$ cat config.mk
export PLATFORM = sky130hd
export DESIGN_NAME = system_0_cpu_0_oci_trace_packer_flat
export DESIGN_NICKNAME = d
export VERILOG_FILES = /design/src/rtl/system_0_cpu_0_oci_trace_packer_if.sv /design/src/rtl/system_0_cpu_0_oci_trace_packer.sv /design/src/flat_wrapper.sv
export SDC_FILE = /design/constraint.sdc
export NUM_CORES = 1
export LEC_CHECK = 0
export CAP_MARGIN = 20
export CORE_ASPECT_RATIO = 1.75
export CORE_UTILIZATION = 60
export DETAILED_ROUTE_END_ITERATION = 8
export PLACE_DENSITY = 0.85
export REMOVE_ABC_BUFFERS = 1
export SKIP_LAST_GASP = 1
export SYNTH_ARGS = -nofsm -noshare
export SYNTH_HDL_FRONTEND = slang
export SYNTH_SLANG_ARGS = --single-unit
$ cat constraint.sdc
create_clock -name clk -period 11.17 [get_ports clk]
set_input_delay 3.351 -clock clk [delete_from_list [all_inputs] [get_ports clk]]
set_output_delay 3.351 -clock clk [all_outputs]
set_load 0.01 [all_outputs]
$ cat src/rtl/system_0_cpu_0_oci_trace_packer_if.sv
// Trace-entry input and packed-frame output bundle of the OCI trace packer.
// The packer owns the slave side; the producer/consumer owns the master side.
interface system_0_cpu_0_oci_trace_packer_if #(
    parameter int ENTRY_W     = 2,
    parameter int MAX_ENTRIES = 15,
    parameter int CNT_W       = 4,
    localparam int BUF_W      = ENTRY_W * MAX_ENTRIES
);
    logic               entry_valid;
    logic [ENTRY_W-1:0] entry_data;
    logic               test_ending;
    logic               frame_ready;
    logic               frame_valid;
    logic [BUF_W-1:0]   frame_data;
    logic [CNT_W-1:0]   frame_count;

    modport slave (
        input  entry_valid, entry_data, test_ending, frame_ready,
        output frame_valid, frame_data, frame_count
    );

    modport master (
        output entry_valid, entry_data, test_ending, frame_ready,
        input  frame_valid, frame_data, frame_count
    );
endinterface

$ cat src/rtl/system_0_cpu_0_oci_trace_packer.sv
// Shift-packs trace entries into frames, queues frames in a small FIFO and
// runs the end-of-test flush/drain sequence.
module system_0_cpu_0_oci_trace_packer #(
    parameter int ENTRY_W     = 2,
    parameter int MAX_ENTRIES = 15,
    parameter int CNT_W       = 4,
    parameter int FIFO_AW     = 2,
    localparam int BUF_W      = ENTRY_W * MAX_ENTRIES
) (
    input  logic                clk,
    input  logic                reset,
    system_0_cpu_0_oci_trace_packer_if.slave bus,
    output logic [BUF_W-1:0]    dct_buffer,
    output logic [CNT_W-1:0]    dct_count,
    output logic [FIFO_AW:0]    fifo_level,
    output logic                overflow,
    output logic [7:0]          drop_count,
    output logic                test_has_ended
);
    localparam int DEPTH = 1 << FIFO_AW;
    localparam logic [1:0] ST_RUN   = 2'd0;
    localparam logic [1:0] ST_FLUSH = 2'd1;
    localparam logic [1:0] ST_DRAIN = 2'd2;
    localparam logic [1:0] ST_DONE  = 2'd3;
    localparam logic [CNT_W-1:0]   CNT_FULL = CNT_W'(MAX_ENTRIES);
    localparam logic [CNT_W-1:0]   CNT_LAST = CNT_W'(MAX_ENTRIES - 1);
    localparam logic [FIFO_AW:0]   LVL_FULL = (FIFO_AW+1)'(DEPTH);

    logic [1:0]         state_q, state_d;
    logic               tend_q;
    logic [BUF_W-1:0]   buf_q, buf_d, pk_buf;
    logic [CNT_W-1:0]   cnt_q, cnt_d, pk_cnt;
    logic [BUF_W-1:0]   mem_data_q [DEPTH];
    logic [CNT_W-1:0]   mem_cnt_q  [DEPTH];
    logic [FIFO_AW-1:0] wr_ptr_q, rd_ptr_q;
    logic [FIFO_AW:0]   level_q, level_d;
    logic               valid_q;
    logic               ovf_q;
    logic [7:0]         drop_q;
    logic               ended_q;
    logic               accept, push, pop, full, push_ok, drop;

    always_comb begin
        accept  = bus.entry_valid && (state_q == ST_RUN || state_q == ST_FLUSH);
        pk_buf  = accept ? {buf_q[BUF_W-ENTRY_W-1:0], bus.entry_data} : buf_q;
        pk_cnt  = accept ? cnt_q + CNT_W'(1) : cnt_q;
        push    = 1'b0;
        state_d = state_q;
        case (state_q)
            ST_RUN: begin
                push = accept && (cnt_q == CNT_LAST);
                if (bus.test_ending && !tend_q)
                    state_d = ST_FLUSH;
            end
            // The flush cycle emits whatever is buffered, including an entry
            // arriving in this very cycle.
            ST_FLUSH: begin
                push    = (pk_cnt != '0);
                state_d = ST_DRAIN;
            end
            ST_DRAIN: begin
                if (level_q == '0)
                    state_d = ST_DONE;
            end
            default: state_d = state_q;
        endcase
        buf_d = push ? '0 : pk_buf;
        cnt_d = push ? '0 : pk_cnt;

        pop     = (level_q != '0) && bus.frame_ready;
        full    = (level_q == LVL_FULL);
        push_ok = push && (!full || pop);
        drop    = push && full && !pop;
        level_d = level_q;
        if (push_ok && !pop)
            level_d = level_q + (FIFO_AW+1)'(1);
        else if (!push_ok && pop)
            level_d = level_q - (FIFO_AW+1)'(1);
    end

    always_ff @(posedge clk) begin
        if (reset) begin
            state_q  <= ST_RUN;
            tend_q   <= 1'b0;
            buf_q    <= '0;
            cnt_q    <= '0;
            wr_ptr_q <= '0;
            rd_ptr_q <= '0;
            level_q  <= '0;
            valid_q  <= 1'b0;
            ovf_q    <= 1'b0;
            drop_q   <= '0;
            ended_q  <= 1'b0;
            for (int i = 0; i < DEPTH; i++) begin
                mem_data_q[i] <= '0;
                mem_cnt_q[i]  <= '0;
            end
        end else begin
            state_q <= state_d;
            tend_q  <= bus.test_ending;
            buf_q   <= buf_d;
            cnt_q   <= cnt_d;
            level_q <= level_d;
            valid_q <= (level_d != '0);
            ended_q <= (state_q == ST_DONE);
            // When full with a simultaneous pop, wr_ptr equals rd_ptr: the
            // head slot is vacated and rewritten on the same edge.
            if (push_ok) begin
                mem_data_q[wr_ptr_q] <= pk_buf;
                mem_cnt_q[wr_ptr_q]  <= (state_q == ST_RUN) ? CNT_FULL : pk_cnt;
                wr_ptr_q             <= wr_ptr_q + FIFO_AW'(1);
            end
            if (pop)
                rd_ptr_q <= rd_ptr_q + FIFO_AW'(1);
            if (drop) begin
                ovf_q <= 1'b1;
                if (drop_q != 8'hFF)
                    drop_q <= drop_q + 8'd1;
            end
        end
    end

    assign dct_buffer      = buf_q;
    assign dct_count       = cnt_q;
    assign fifo_level      = level_q;
    assign overflow        = ovf_q;
    assign drop_count      = drop_q;
    assign test_has_ended  = ended_q;
    assign bus.frame_valid = valid_q;
    assign bus.frame_data  = mem_data_q[rd_ptr_q];
    assign bus.frame_count = mem_cnt_q[rd_ptr_q];
endmodule

$ cat src/flat_wrapper.sv
// flat-port wrapper written by rule: the top's interface ports become plain ports
module system_0_cpu_0_oci_trace_packer_flat 
#(
    parameter int ENTRY_W     = 2,
    parameter int MAX_ENTRIES = 15,
    parameter int CNT_W       = 4,
    parameter int FIFO_AW     = 2,
    localparam int BUF_W      = ENTRY_W * MAX_ENTRIES
)
  (clk, reset, dct_buffer, dct_count, fifo_level, overflow, drop_count, test_has_ended, bus_entry_valid, bus_entry_data, bus_test_ending, bus_frame_ready, bus_frame_valid, bus_frame_data, bus_frame_count);
  system_0_cpu_0_oci_trace_packer_if #(.ENTRY_W(ENTRY_W), .MAX_ENTRIES(MAX_ENTRIES), .CNT_W(CNT_W)) bus_i ();
  input  logic clk;
  input  logic reset;
  output logic [BUF_W-1:0] dct_buffer;
  output logic [CNT_W-1:0] dct_count;
  output logic [FIFO_AW:0] fifo_level;
  output logic overflow;
  output logic [7:0] drop_count;
  output logic test_has_ended;
  input wire logic [$bits(bus_i.entry_valid)-1:0] bus_entry_valid;
  input wire logic [$bits(bus_i.entry_data)-1:0] bus_entry_data;
  input wire logic [$bits(bus_i.test_ending)-1:0] bus_test_ending;
  input wire logic [$bits(bus_i.frame_ready)-1:0] bus_frame_ready;
  output wire logic [$bits(bus_i.frame_valid)-1:0] bus_frame_valid;
  output wire logic [$bits(bus_i.frame_data)-1:0] bus_frame_data;
  output wire logic [$bits(bus_i.frame_count)-1:0] bus_frame_count;
  assign bus_i.entry_valid = bus_entry_valid;
  assign bus_i.entry_data = bus_entry_data;
  assign bus_i.test_ending = bus_test_ending;
  assign bus_i.frame_ready = bus_frame_ready;
  assign bus_frame_valid = bus_i.frame_valid;
  assign bus_frame_data = bus_i.frame_data;
  assign bus_frame_count = bus_i.frame_count;
  system_0_cpu_0_oci_trace_packer #(.ENTRY_W(ENTRY_W), .MAX_ENTRIES(MAX_ENTRIES), .CNT_W(CNT_W), .FIFO_AW(FIFO_AW)) u_core (.clk(clk), .reset(reset), .bus(bus_i), .dct_buffer(dct_buffer), .dct_count(dct_count), .fifo_level(fifo_level), .overflow(overflow), .drop_count(drop_count), .test_has_ended(test_has_ended));
endmodule
# [Yosys cells after proc, flatten, opt, wreduce, memory -nomap -nowiden]
# Memories as Yosys holds them, arrays and structs flattened. A register that Yosys moved wholly into a read port is not among the register bits.
# Index checks and enable logic that the tools add are counted.
[word_totals] ff_bits=55 ramBits=136 output_inout_bits=82 elab_cells=77 mem_count=2
[classes] add_sub_neg=6 n_eq_ne=8 n_mux=24 reduce_logical=26
[mem_list] name="u_core.mem_data_q" depth=4 width=30 rd=1 rd_clocked_by_memory_dff=1 write_ports=4 line="system_0_cpu_0_oci_trace_packer.sv:33" rtl="logic [BUF_W-1:0] mem_data_q [DEPTH];"
[mem_list] name="u_core.mem_cnt_q" depth=4 width=4 rd=1 rd_clocked_by_memory_dff=1 write_ports=4 line="system_0_cpu_0_oci_trace_packer.sv:34" rtl="logic [CNT_W-1:0] mem_cnt_q [DEPTH];"
[ops] operator="$mux W30" count=2
[ops] operator="$reduce_or A30 Y1" count=1
[ops] operator="$mux W2" count=8
[ops] operator="$mux W4" count=3
[ops] operator="$logic_and A1 B1 Y1" count=9
[ops] operator="$reduce_bool A3 Y1" count=3
[ops] operator="$add A8 B1 Y8 const B" count=1
[ops] operator="$ne A8 B8 Y1 const B" count=1
[ops] operator="$mux W1" count=7
[ops] operator="$mux W3" count=2
[ops] operator="$pmux W2 S3" count=1
[ops] operator="$add A2 B1 Y2 const B" count=2
[ops] operator="$add A4 B1 Y4 const B" count=1
[ops] operator="$eq A2 B2 Y1 const B" count=2
[ops] operator="$eq A4 B4 Y1 const B" count=1
[ops] operator="$logic_not A1 Y1" count=4
[ops] operator="$reduce_bool A4 Y1" count=1
[ops] operator="$reduce_or A4 Y1" count=1
[ops] operator="$add A3 B1 Y3 const B" count=1
[ops] operator="$eq A3 B3 Y1 const B" count=1
[ops] operator="$logic_not A3 Y1" count=1
[ops] operator="$reduce_and A3 Y1" count=1
[ops] operator="$sub A3 B1 Y3 const B" count=1
[ops] operator="$eq A2 B1 Y1 const B" count=1
[ops] operator="other kinds (7)" count=8

# [Logic depth before layout (Yosys ltp)]
# Gate-level depths: netlist of run 1.
[logic_depth] ltp_word=12 ltp_mapped=11

# [Least setup slack after synthesis of run 1]
# OpenSTA, ideal clock, no wires.
[synth_path] kind="input-to-reg" from="in bus_entry_valid" to="mem u_core.mem_cnt_q[1][0], enable pin" setup_ns=0.472 t_arrival_ns=6.653 t_required_ns=10.698 path_slack_ns=4.045 cell_stages=5 path_buffers=0 cell_sequence="o21ai_2 -> nor3_1 -> o41a_4 -> o211ai_1 -> o21ai_0"
[synth_lines] item="start: declaration" line="flat_wrapper.sv:20" rtl="input wire logic [$bits(bus_i.entry_valid)-1:0] bus_entry_valid;"
[synth_lines] item="end: declaration" line="system_0_cpu_0_oci_trace_packer.sv:34"

==> results of run 1 <==
## layout make-up
class | instances | area [um^2] | area share
inverters | 11 | 41.29 | 0.004283
well taps | 171 | 214.0 | 0.02220
clock inverters | 14 | 130.1 | 0.01350
repair buffers | 101 | 998.5 | 0.1036
flip-flops and latches | 193 | 5226 | 0.5422
multi-input cells | 358 | 2600 | 0.2697
clock buffers | 18 | 429.2 | 0.04452
## logic make-up after synthesis
kind of cell | count (synthesis) | synth area share
adder cells (fa/ha/maj) | 11 | 0.01713
XOR/XNOR | 6 | 0.006541
AO/OA/AOI/OAI | 45 | 0.04329
AND/OR/NAND/NOR | 230 | 0.1185
buffers and inverters | 47 | 0.02881
flip-flops | 193 | 0.6504
multiplexers | 66 | 0.1353
## metal layers
metal,GRT usage,vias up,share of wire
li1,-,2332,-
met2,0.4882,243,0.56
met5,0,-,0
met1,0.2988,2593,0.36
met3,0.05942,41,0.056
met4,0.1323,0,0.026
## layout by cell type, fill, tap and decap left out, types with 5 or more instances in the layout
cell type / synthesis / layout
nor2_1: 184 / 184
edfxtp_1: 136 / 136
clkdlybuf4s50_1: 0 / 88
dfxtp_1: 57 / 56
mux4_2: 34 / 34
mux2i_1: 31 / 31
clkbuf_16: 0 / 17
a21oi_1: 12 / 12
buf_4: 9 / 12
inv_1: 11 / 11
ha_1: 11 / 11
nand2_1: 9 / 9
nand3_1: 8 / 8
xnor2_1: 5 / 5
## sequential cells by signal, indices dropped and copies added, names as in the netlist, named ones only
register / cells
u_core.rd_ptr_q: 2
u_core.wr_ptr_q: 2
u_core.dct_count: 4
u_core.state_q: 2
u_core.drop_count: 8
u_core.mem_data_q: 120
u_core.fifo_level: 3
u_core.dct_buffer: 30
u_core.bus.frame_valid: 1
u_core.mem_cnt_q: 16
u_core.overflow: 1
u_core.test_has_ended: 1
u_core.tend_q: 1
## through the flow
| stage | power, mW | cells | area (um^2) | hold slack (ps) | worst slack, ps |
|---|---|---|---|---|---|
| 6_report | 1.999 | 866 | 9639 | 479.1 | 4657 |
| 4_1_cts | 1.995 | 865 | 9612 | 481.6 | 4179 |
| 5_1_grt | 2.072 | 866 | 9639 | 515.4 | 4563 |
| 3_5_place_dp | 1.433 | 833 | 9052 | 460.9 | 3786 |
| 2_1_floorplan | 1.212 | 562 | 7844 | 484.7 | 3702 |
| 3_3_place_gp | 1.416 | 833 | 9052 | 452.7 | 3904 |
## where the power goes
part | switching, mW | internal [mW]
Sequential | 0.0325 | 0.829
Combinational | 0.302 | 0.265
Clock | 0.277 | 0.293
Total | 0.612 | 1.39
## cell usage after synthesis, drive strengths merged (5+ instances only)
library cell / count
nor2: 184
edfxtp: 136
dfxtp: 57
mux4: 34
mux2i: 31
buf: 21
clkbuf: 15
a21oi: 12
ha: 11
inv: 11
nand2: 9
nand3: 8
o21ai: 7
xnor2: 5
## worst paths after layout
check,from,endpoint,slack [ps],depth (start not counted)
worst max-delay path,bus_entry_valid,u_core.mem_data_q[2][10]$_SDFFCE_PN0P_,4660,9
worst min-delay path,u_core.overflow$_SDFFE_PP0P_,u_core.overflow$_SDFFE_PP0P_,480,1
worst min register to register,u_core.overflow$_SDFFE_PP0P_,u_core.overflow$_SDFFE_PP0P_,480,1
worst max register to register,u_core.state_q[0]$_SDFFE_PP0P_,u_core.mem_data_q[2][10]$_SDFFCE_PN0P_,7170,10
==> implementation parameters, run 1 <==
Parameter                              Value

Outcome
  Outcome    complete, no violations

Synthesis
  Synthesized netlist cell count    between 500 and 600
  Sequential share of the synthesized area    0.6504
  Total of flip-flops plus latches after synthesis    193
  FFs w/ async S/R, synth    0
  Main area contributors after synthesis    edfxtp_1, dfxtp_1, mux4_2
  EDFF count, synth    136
  Area share of the leading cell type in the synthesized netlist    0.5083
  Cell type contributing the most total cell area after synthesis    edfxtp_1
  Number of warnings issued by yosys    0
  Synth unique cells    48
  Flip-flop cell with the highest count after synthesis    edfxtp_1
  Avg Cell Area, Syn    13.43 um^2
  Cell area after synthesis    about 8000 um^2

Floorplan
  Site row count    55
  Die outline area    13870 um^2
  Horiz. Die Dim    89.47 um
  IO Count    89
  Die height    155.1 um
  Core region area    around 13000 um^2
  Effective utilization at floorplan    0.6177

Drt
  Mean routed wirelength per cell    20.36 um
  Post-DR vias/cell    6.015
  Post-Route WL    ~18 mm
  Number of detailed-route iterations in the first pass    6
  Total number of vias    around 5200
  Antenna-violating nets left    0
  DR iter-0 viols    approximately 370
  Number of design rule violations left after detail routing    0

Placement
  Number of port buffers    88
  HPWL after detailed placement    ~11 mm
  Global placer's final weighted congestion    0.7850

Global routing
  Number of antenna violations at the first check in global routing    0
  Leftover overflow at the end of global routing    0
  Wire length of the first global-routing pass    27.43 mm
  Global router's overall resource usage    0.2733
  Largest net degree at the start of global routing    38
  Vias in the first global route    5502

Pwr
  Power density over the cells    207.4 nW/um^2
  Leakage power figure    3.331 nW
  Worst-case vdd ir drop    between 150 and 200 uV

Finish
  Total of fill cells in the finished design    around 770
  Net count reported at finish    700
  Number of antenna repair diodes    0
  Area Growth Syn to Fin    19.98%
  Fraction of the core area covered by cells at the end of the flow    0.7411
  Fraction of layout cells with a size suffix above 1    0.1281

Setup path
  Crit path required time    approximately 11000 ps
  Slowest Stage Delay on Critical Path    630 ps
  Cell type with the highest occurrence count on the critical path    buf_4
  Count of buffer and inverter cells on the critical path    3
  CP endpoint kind    flip-flop
  Worst-path cell with the longest stage delay    or3_1
  Worst Path Class, Setup    in -> reg
  Critical Path, Cell by Cell    clkdlybuf4s50_1, o21a_1, buf_4, o31a_1, o41a_4, o211ai_4, or3_1, buf_4, nor2_1
  Kind of start point of the critical path    input pin
  Family of cells with the greatest summed delay on the critical path    compound AO/OA/AOI/OAI gates
  Maximum fanout encountered on the critical timing path    19
  Critical Path AT    about 6700 ps

Timing
  Final Cycle Share    0.5831
  Largest clock skew in the final design    8.413 ps
  Time the final worst path needs with I/O delays and setup    approximately 6500 ps
  Summed negative setup slack over all endpoints    0 ps
  Achievable Freq    153.5 MHz
  Number of failing hold endpoints at the final stage    0
  Worst Tran Pin Value    1011 ps
  Setup repair after global routing missed its margin    no
  Slew Limit Fails    0
  Max_slew headroom    0.3260
  Total setup violations reported at the end of the flow    0

Clock network
  # resized after CTS    0
  Postcts setup bufs    0
  Clock tree from TritonCTS    built
  Maximum clock insertion buffer count    2
  Quantity of hold-fixing buffers added after cts    0
  Post-CTS clock slew at the launch and capture registers of the worst setup and hold paths    70 ps
  Clock insertion delay at the later pin of the skew report    430 ps
  Clock tree root buffer cell    clkbuf_16
  Cts bufs inserted    17
  Total number of clock tree sinks    193
  H-tree Lvls    4

Job
  Max-cap violation count    0

Worst hold path
  Kind of path behind the tightest hold check    reg -> reg
Power figures use the tool's default switching activity.
==> run 2: changes to the inputs <==
CORE_UTILIZATION = 56   (was 60)
PLACE_DENSITY = 0.8   (was 0.85)
clock period = 6.5 ns   (was 11.17 ns; I/O delays follow)
==> implementation parameters, run 2 (same netlist as run 1, synthesis figures left out) <==
Parameter                              Value

Outcome
  Outcome    complete, no violations

Pwr
  Proportion of power drawn by the clock network    0.299 (+0.014)
  Internal power    2.426 mW (+75%)
  Worst-case vdd ir drop    273.3 uV (+55%)
  P_sw    1.064 mW (+74%)
  Share of power burned in combinational logic    0.267 (-0.017)
  Switching portion of total power    0.3050 (-0.0009967)
  Power density over the cells    360.2 nW/um^2 (+74%)
  Leakage power figure    3.358 nW (+0.80%)
  Sequential group share of total power    0.434 (+0.003)

Drt
  Number of detailed-route iterations in the first pass    5 (-1)
  Antenna-violating nets left    0 (unchanged)
  DR iter-0 viols    430 (+17%)
  Total number of vias    5107 (-2.0%)
  Mean routed wirelength per cell    20.15 um (-1.0%)
  Post-DR vias/cell    5.843 (-2.9%)
  Post-Route WL    17.61 mm (-0.10%)
  Number of design rule violations left after detail routing    0 (unchanged)

Clock network
  Clock insertion delay at the later pin of the skew report    430 ps (about the same)
  Quantity of hold-fixing buffers added after cts    0 (unchanged)
  Clock tree from TritonCTS    built
  # resized after CTS    0 (unchanged)
  Maximum clock insertion buffer count    2 (unchanged)
  H-tree Lvls    4 (unchanged)
  Total number of clock tree sinks    193 (unchanged)
  Postcts setup bufs    0 (unchanged)
  Cts bufs inserted    17 (unchanged)
  Clock tree root buffer cell    clkbuf_16
  Post-CTS clock slew at the launch and capture registers of the worst setup and hold paths    70 ps (about the same)

Finish
  Total of fill cells in the finished design    978 (+27%)
  Largest register by flop count    u_core.mem_data_q
  Final cell area excluding filler cells    9689 um^2 (+0.52%)
  Total area of sequential cells    5226 um^2 (unchanged)
  Most common cell after layout, fill and taps aside    nor2_1
  Area Growth Syn to Fin    20.60%
  Commonest cells after routing, fill and taps aside    nor2_1, edfxtp_1, clkdlybuf4s50_1
  Largest register FFs    120 (unchanged)
  Net count reported at finish    702 (+0.29%)
  Multi-input combinational cell area    2600 um^2 (unchanged)
  Fraction of layout cells with a size suffix above 1    0.1320 (+0.003937)
  Number of antenna repair diodes    0 (unchanged)

Setup path
  Maximum fanout encountered on the critical timing path    23 (+4)
  Kind of start point of the critical path    input pin
  CP endpoint kind    flip-flop
  Critical Path AT    5150 ps (-1530 ps)
  Worst Path Class, Setup    in -> reg
  Crit path required time    6670 ps (-4660 ps)

Placement
  Number of port buffers    88 (unchanged)
  HPWL after detailed placement    10.86 mm (+2.0%)
  Post-place instance area    9075 um^2 (+0.25%)
  Worst setup slack before clock tree synthesis    1139 ps (-2647 ps)
  Global placer's final weighted congestion    0.8347 (+6.3%)

Timing
  Largest clock skew in the final design    9.324 ps (+0.9112 ps)
  Achievable Freq    200.9 MHz
  Setup repair after global routing missed its margin    no
  Total setup violations reported at the end of the flow    0 (unchanged)
  Max_slew headroom    0.3472 (+0.02117)
  Number of failing hold endpoints at the final stage    0 (unchanged)
  Slew Limit Fails    0 (unchanged)
  Worst-case setup margin in the final layout    1523 ps (-3134 ps)
  Worst Tran Pin Value    977.9 ps (-33.10 ps)
  Final Cycle Share    0.7658
  Time the final worst path needs with I/O delays and setup    around 5000 ps
  Summed negative setup slack over all endpoints    0 ps (unchanged)

Global routing
  Number of antenna violations at the first check in global routing    0 (unchanged)
  Largest net degree at the start of global routing    35 (-7.9%)
  Wire length of the first global-routing pass    27.59 mm (+0.58%)
  Leftover overflow at the end of global routing    0 (unchanged)
  Global router's overall resource usage    0.2515 (-0.02176)
  Vias in the first global route    5306 (-3.6%)

Job
  Max-cap violation count    0 (unchanged)

Floorplan
  Site row count    57 (+3.6%)
  Die outline area    14850 um^2 (+7.0%)
  Effective utilization at floorplan    0.5747 (-0.04296)
  Core region area    13980 um^2 (+7.5%)
  Die height    160.5 um (+3.5%)
  Horiz. Die Dim    92.54 um (+3.4%)
  IO Count    89 (unchanged)

Worst hold path
  Kind of path behind the tightest hold check    reg -> reg
==> run 2: cell count changes in the layout (fill, tap and decap cells not counted), sizes merged <==
cell      delta
buf          +2
bufinv       +1
clkinv       -2
clkinvlp     -1
clkbuf       -1
inv          +3
==> run 2: layer usage <==
| layer | track usage | share of wire | routed length, um |
|---|---|---|---|
| met5 | 0 | 0 | 0 |
| met4 | 0.1278 | 0.031 | 551 |
| met3 | 0.04498 | 0.054 | 954 |
| met2 | 0.4559 | 0.56 | 9868 |
| met1 | 0.2767 | 0.35 | 6239 |
==> run 2: power by group through the flow <==
| stage | Clock (mW) | Combinational, mW | Sequential [mW] |
|---|---|---|---|
| 2_1_floorplan | 0 | 0.536 | 1.55 |
| 3_3_place_gp | 0 | 0.908 | 1.54 |
| 3_5_place_dp | 0 | 0.925 | 1.55 |
| 4_1_cts | 1.05 | 0.933 | 1.52 |
| 5_1_grt | 1.09 | 0.993 | 1.53 |
| 6_report | 1.04 | 0.930 | 1.52 |
==> run 2: layout make-up <==
type / instances / area share
inverter: 11 / 0.004261
sequential: 193 / 0.5394
clock inverter: 15 / 0.01743
multi-input combinational: 358 / 0.2683
timing repair buffer: 103 / 0.1038
tap: 177 / 0.02286
clock buffer: 17 / 0.04390
==> run 2: through the flow <==
| step | utilization | hold slack (ps) | power (mW) | cells |
|---|---|---|---|---|
| after floorplan | - | 484.7 | 2.083 | 562 |
| after global placement | 0.6492 | 452.7 | 2.445 | 841 |
| after detailed placement | 0.6492 | 470.2 | 2.472 | 841 |
| after CTS | 0.6917 | 496.5 | 3.502 | 873 |
| after global routing | 0.6932 | 515.3 | 3.614 | 874 |
| final | 0.6932 | 489.7 | 3.490 | 874 |
==> run 2: critical path, cell delays in order <==
cell and delay (ps):
clkdlybuf4s50_1 510, o21a_1 170, buf_4 250, o31a_1 300
o41a_4 540, o211ai_4 460, or3_1 470, buf_4 390
nor2_1 90
==> run 2: worst paths after layout <==
| check | slack, ps | end | depth (start not counted) | start |
|---|---|---|---|---|
| max | 1520 | u_core.mem_data_q[1][27]$_SDFFCE_PN0P_ | 9 | bus_entry_valid |
| min | 490 | u_core.overflow$_SDFFE_PP0P_ | 1 | u_core.overflow$_SDFFE_PP0P_ |
| max reg2reg | 2580 | u_core.mem_data_q[1][27]$_SDFFCE_PN0P_ | 9 | u_core.state_q[0]$_SDFFE_PP0P_ |
| min reg2reg | 490 | u_core.overflow$_SDFFE_PP0P_ | 1 | u_core.overflow$_SDFFE_PP0P_ |
==> run 3: changes to the inputs <==
CORE_UTILIZATION = 51   (was 56)
PLACE_DENSITY = 0.77   (was 0.8)
clock period = 4 ns   (was 6.5 ns; I/O delays follow)
==> implementation parameters, run 3 (same netlist as run 1, synthesis figures left out) <==
Parameter                              Value

Timing
  Worst Tran Pin Value    576.0 ps (-401.9 ps)
  Slew Limit Fails    0 (unchanged)
  Max_slew headroom    0.6146 (+0.2674)
  Largest clock skew in the final design    10.11 ps (+0.7831 ps)
  Achievable Freq    273.1 MHz
  Final Cycle Share    0.9154
  Total setup violations reported at the end of the flow    0 (unchanged)
  Number of failing hold endpoints at the final stage    0 (unchanged)
  Setup repair after global routing missed its margin    no
  Time the final worst path needs with I/O delays and setup    ~3700 ps

Global routing
  Leftover overflow at the end of global routing    0 (unchanged)
  Global router's overall resource usage    0.2331 (-0.01846)
  Largest net degree at the start of global routing    35 (unchanged)
  Vias in the first global route    5560 (+4.8%)
  Wire length of the first global-routing pass    28.93 mm (+4.8%)
  Number of antenna violations at the first check in global routing    0 (unchanged)

Clock network
  Total number of clock tree sinks    193 (unchanged)
  Maximum clock insertion buffer count    2 (unchanged)
  Postcts setup bufs    0 (unchanged)
  Clock insertion delay at the later pin of the skew report    420 ps (about the same)
  H-tree Lvls    4 (unchanged)
  # resized after CTS    0 (unchanged)
  Clock tree root buffer cell    clkbuf_16
  Quantity of hold-fixing buffers added after cts    0 (unchanged)
  Cts bufs inserted    17 (unchanged)
  Clock tree from TritonCTS    built
  Post-CTS clock slew at the launch and capture registers of the worst setup and hold paths    60 ps (about the same)

Job
  Max-cap violation count    0 (unchanged)

Setup path
  Destination of the critical timing path    bus_frame_data[17]
  Reg-to-reg setup timing slack    1020 ps (-1560 ps)
  Crit path required time    2800 ps (-3870 ps)
  Reg-to-Reg End    u_core.mem_data_q[0][5]$_SDFFCE_PN0P_
  Worst r2r src    u_core.state_q[0]$_SDFFE_PP0P_
  Length in cells of the worst reg-to-reg path    9 (unchanged)
  Worst Path Class, Setup    reg -> out
  Kind of start point of the critical path    flip-flop
  Critical Path AT    2460 ps (-2690 ps)
  Maximum fanout encountered on the critical timing path    12 (-48%)
  CP endpoint kind    output port

Worst hold path
  Hold path startpoint    u_core.overflow$_SDFFE_PP0P_
  Kind of path behind the tightest hold check    reg -> reg

Placement
  Global placer's final weighted congestion    0.8507 (+1.9%)
  Number of port buffers    88 (unchanged)
  HPWL after detailed placement    12.08 mm (+11%)
  Placed cell count    865 (+2.9%)

Floorplan
  Die outline area    16280 um^2 (+9.6%)
  Horiz. Die Dim    96.88 um (+4.7%)
  Core region area    15390 um^2 (+10%)
  Die height    168.0 um (+4.7%)
  Site row count    60 (+5.3%)
  IO Count    89 (unchanged)
  Effective utilization at floorplan    0.5220 (-0.05271)

Finish
  Largest register FFs    120 (unchanged)
  Fraction of layout cells with a size suffix above 1    0.1449 (+0.01287)
  Fraction of the core area covered by cells at the end of the flow    0.6403 (-0.05284)
  Net count reported at finish    716 (+2.0%)
  Most common cell after layout, fill and taps aside    nor2_1
  Largest register by flop count    u_core.mem_data_q
  Final instance count without filler cells    897 (+2.6%)
  Number of antenna repair diodes    0 (unchanged)
  Total of fill cells in the finished design    1117 (+14%)
  Commonest cells after routing, fill and taps aside    nor2_1, edfxtp_1, clkdlybuf4s50_1
  Area Growth Syn to Fin    22.66%

Drt
  Number of design rule violations left after detail routing    0 (unchanged)
  Number of detailed-route iterations in the first pass    5 (unchanged)
  Antenna-violating nets left    0 (unchanged)
  Post-DR vias/cell    5.855 (+0.20%)
  Total number of vias    5252 (+2.8%)
  DR iter-0 viols    441 (+2.6%)
  Mean routed wirelength per cell    19.97 um (-0.89%)
  Post-Route WL    17.91 mm (+1.7%)

Pwr
  Share of power burned in combinational logic    0.284 (+0.017)
  Proportion of power drawn by the clock network    0.293 (-0.006)
  Power density over the cells    583.6 nW/um^2 (+62%)
  Worst-case vdd ir drop    382.9 uV (+40%)
  Switching portion of total power    0.2932 (-0.01175)
  P_sw    1.686 mW (+58%)
  Leakage power figure    3.443 nW (+2.5%)
  Internal power    4.065 mW (+68%)
  Sequential group share of total power    0.424 (-0.010)

Outcome
  Outcome    complete, no violations
## run 3: cell count changes in the layout (fill, tap and decap cells not counted), sizes merged
| cell | previous run | this run |
|---|---|---|
| clkinvlp | 2 | 1 |
| clkbuf | 17 | 23 |
| buf | 15 | 29 |
| inv | 19 | 15 |
| clkinv | 4 | 3 |
## run 3: how the worst min path moves through the flow
stage / to / slack, ps / depth (start not counted)
after floorplan: flip-flop / 480 / 2
after global placement: u_core.overflow$_SDFFE_PP0P_ / 460 / 1
after detailed placement: u_core.overflow$_SDFFE_PP0P_ / 460 / 1
after CTS: u_core.overflow$_SDFFE_PP0P_ / 480 / 1
after global routing: u_core.overflow$_SDFFE_PP0P_ / 500 / 1
final: u_core.overflow$_SDFFE_PP0P_ / 480 / 1
## run 3: layer usage
metal | vias up | track usage | routed length [um]
met4 | 0 | 0.08241 | 386
met5 | - | 0 | 0
met3 | 37 | 0.05272 | 1152
li1 | 2371 | - | -
met1 | 2608 | 0.2476 | 6267
met2 | 236 | 0.4449 | 10110
## run 3: layout make-up
| class | count | area [um^2] | share of cell area |
|---|---|---|---|
| Tap cell | 186 | 232.7 | 0.02362 |
| Sequential cell | 193 | 5226 | 0.5303 |
| Inverter | 11 | 41.29 | 0.004190 |
| Multi-Input combinational cell | 358 | 2600 | 0.2638 |
| Timing Repair Buffer | 117 | 1161 | 0.1178 |
| Clock inverter | 9 | 92.59 | 0.009396 |
| Clock buffer | 23 | 500.5 | 0.05079 |
## run 3: worst max-delay path, cell delays in order (launching register included)
cell and delay (ps):
dfxtp_2 650, buf_4 340, mux4_2 550, clkdlybuf4s50_1 500
## run 3: per-stage QoR
| stage | setup TNS [ps] | cell area, um^2 | setup WS (ps) | total power, mW | hold WS, ps |
|---|---|---|---|---|---|
| after floorplan | -132950 | 7844 | -1317 | 3.385 | 484.7 |
| after global placement | 0 | 9261 | 315.9 | 4.069 | 455.5 |
| after detailed placement | 0 | 9261 | 257.4 | 4.122 | 457.6 |
| after CTS | 0 | 9854 | 284.4 | 5.799 | 481.4 |
| after global routing | 0 | 9854 | 199.3 | 5.982 | 497.9 |
| final | 0 | 9854 | 338.3 | 5.751 | 480.2 |
## run 3: power by group through the flow
stage,Sequential (mW),Combinational (mW),Clock [mW]
6_report,2.44,1.63,1.68
5_1_grt,2.46,1.74,1.78
4_1_cts,2.44,1.65,1.71
3_5_place_dp,2.48,1.64,0
3_3_place_gp,2.47,1.60,0
2_1_floorplan,2.52,0.870,0
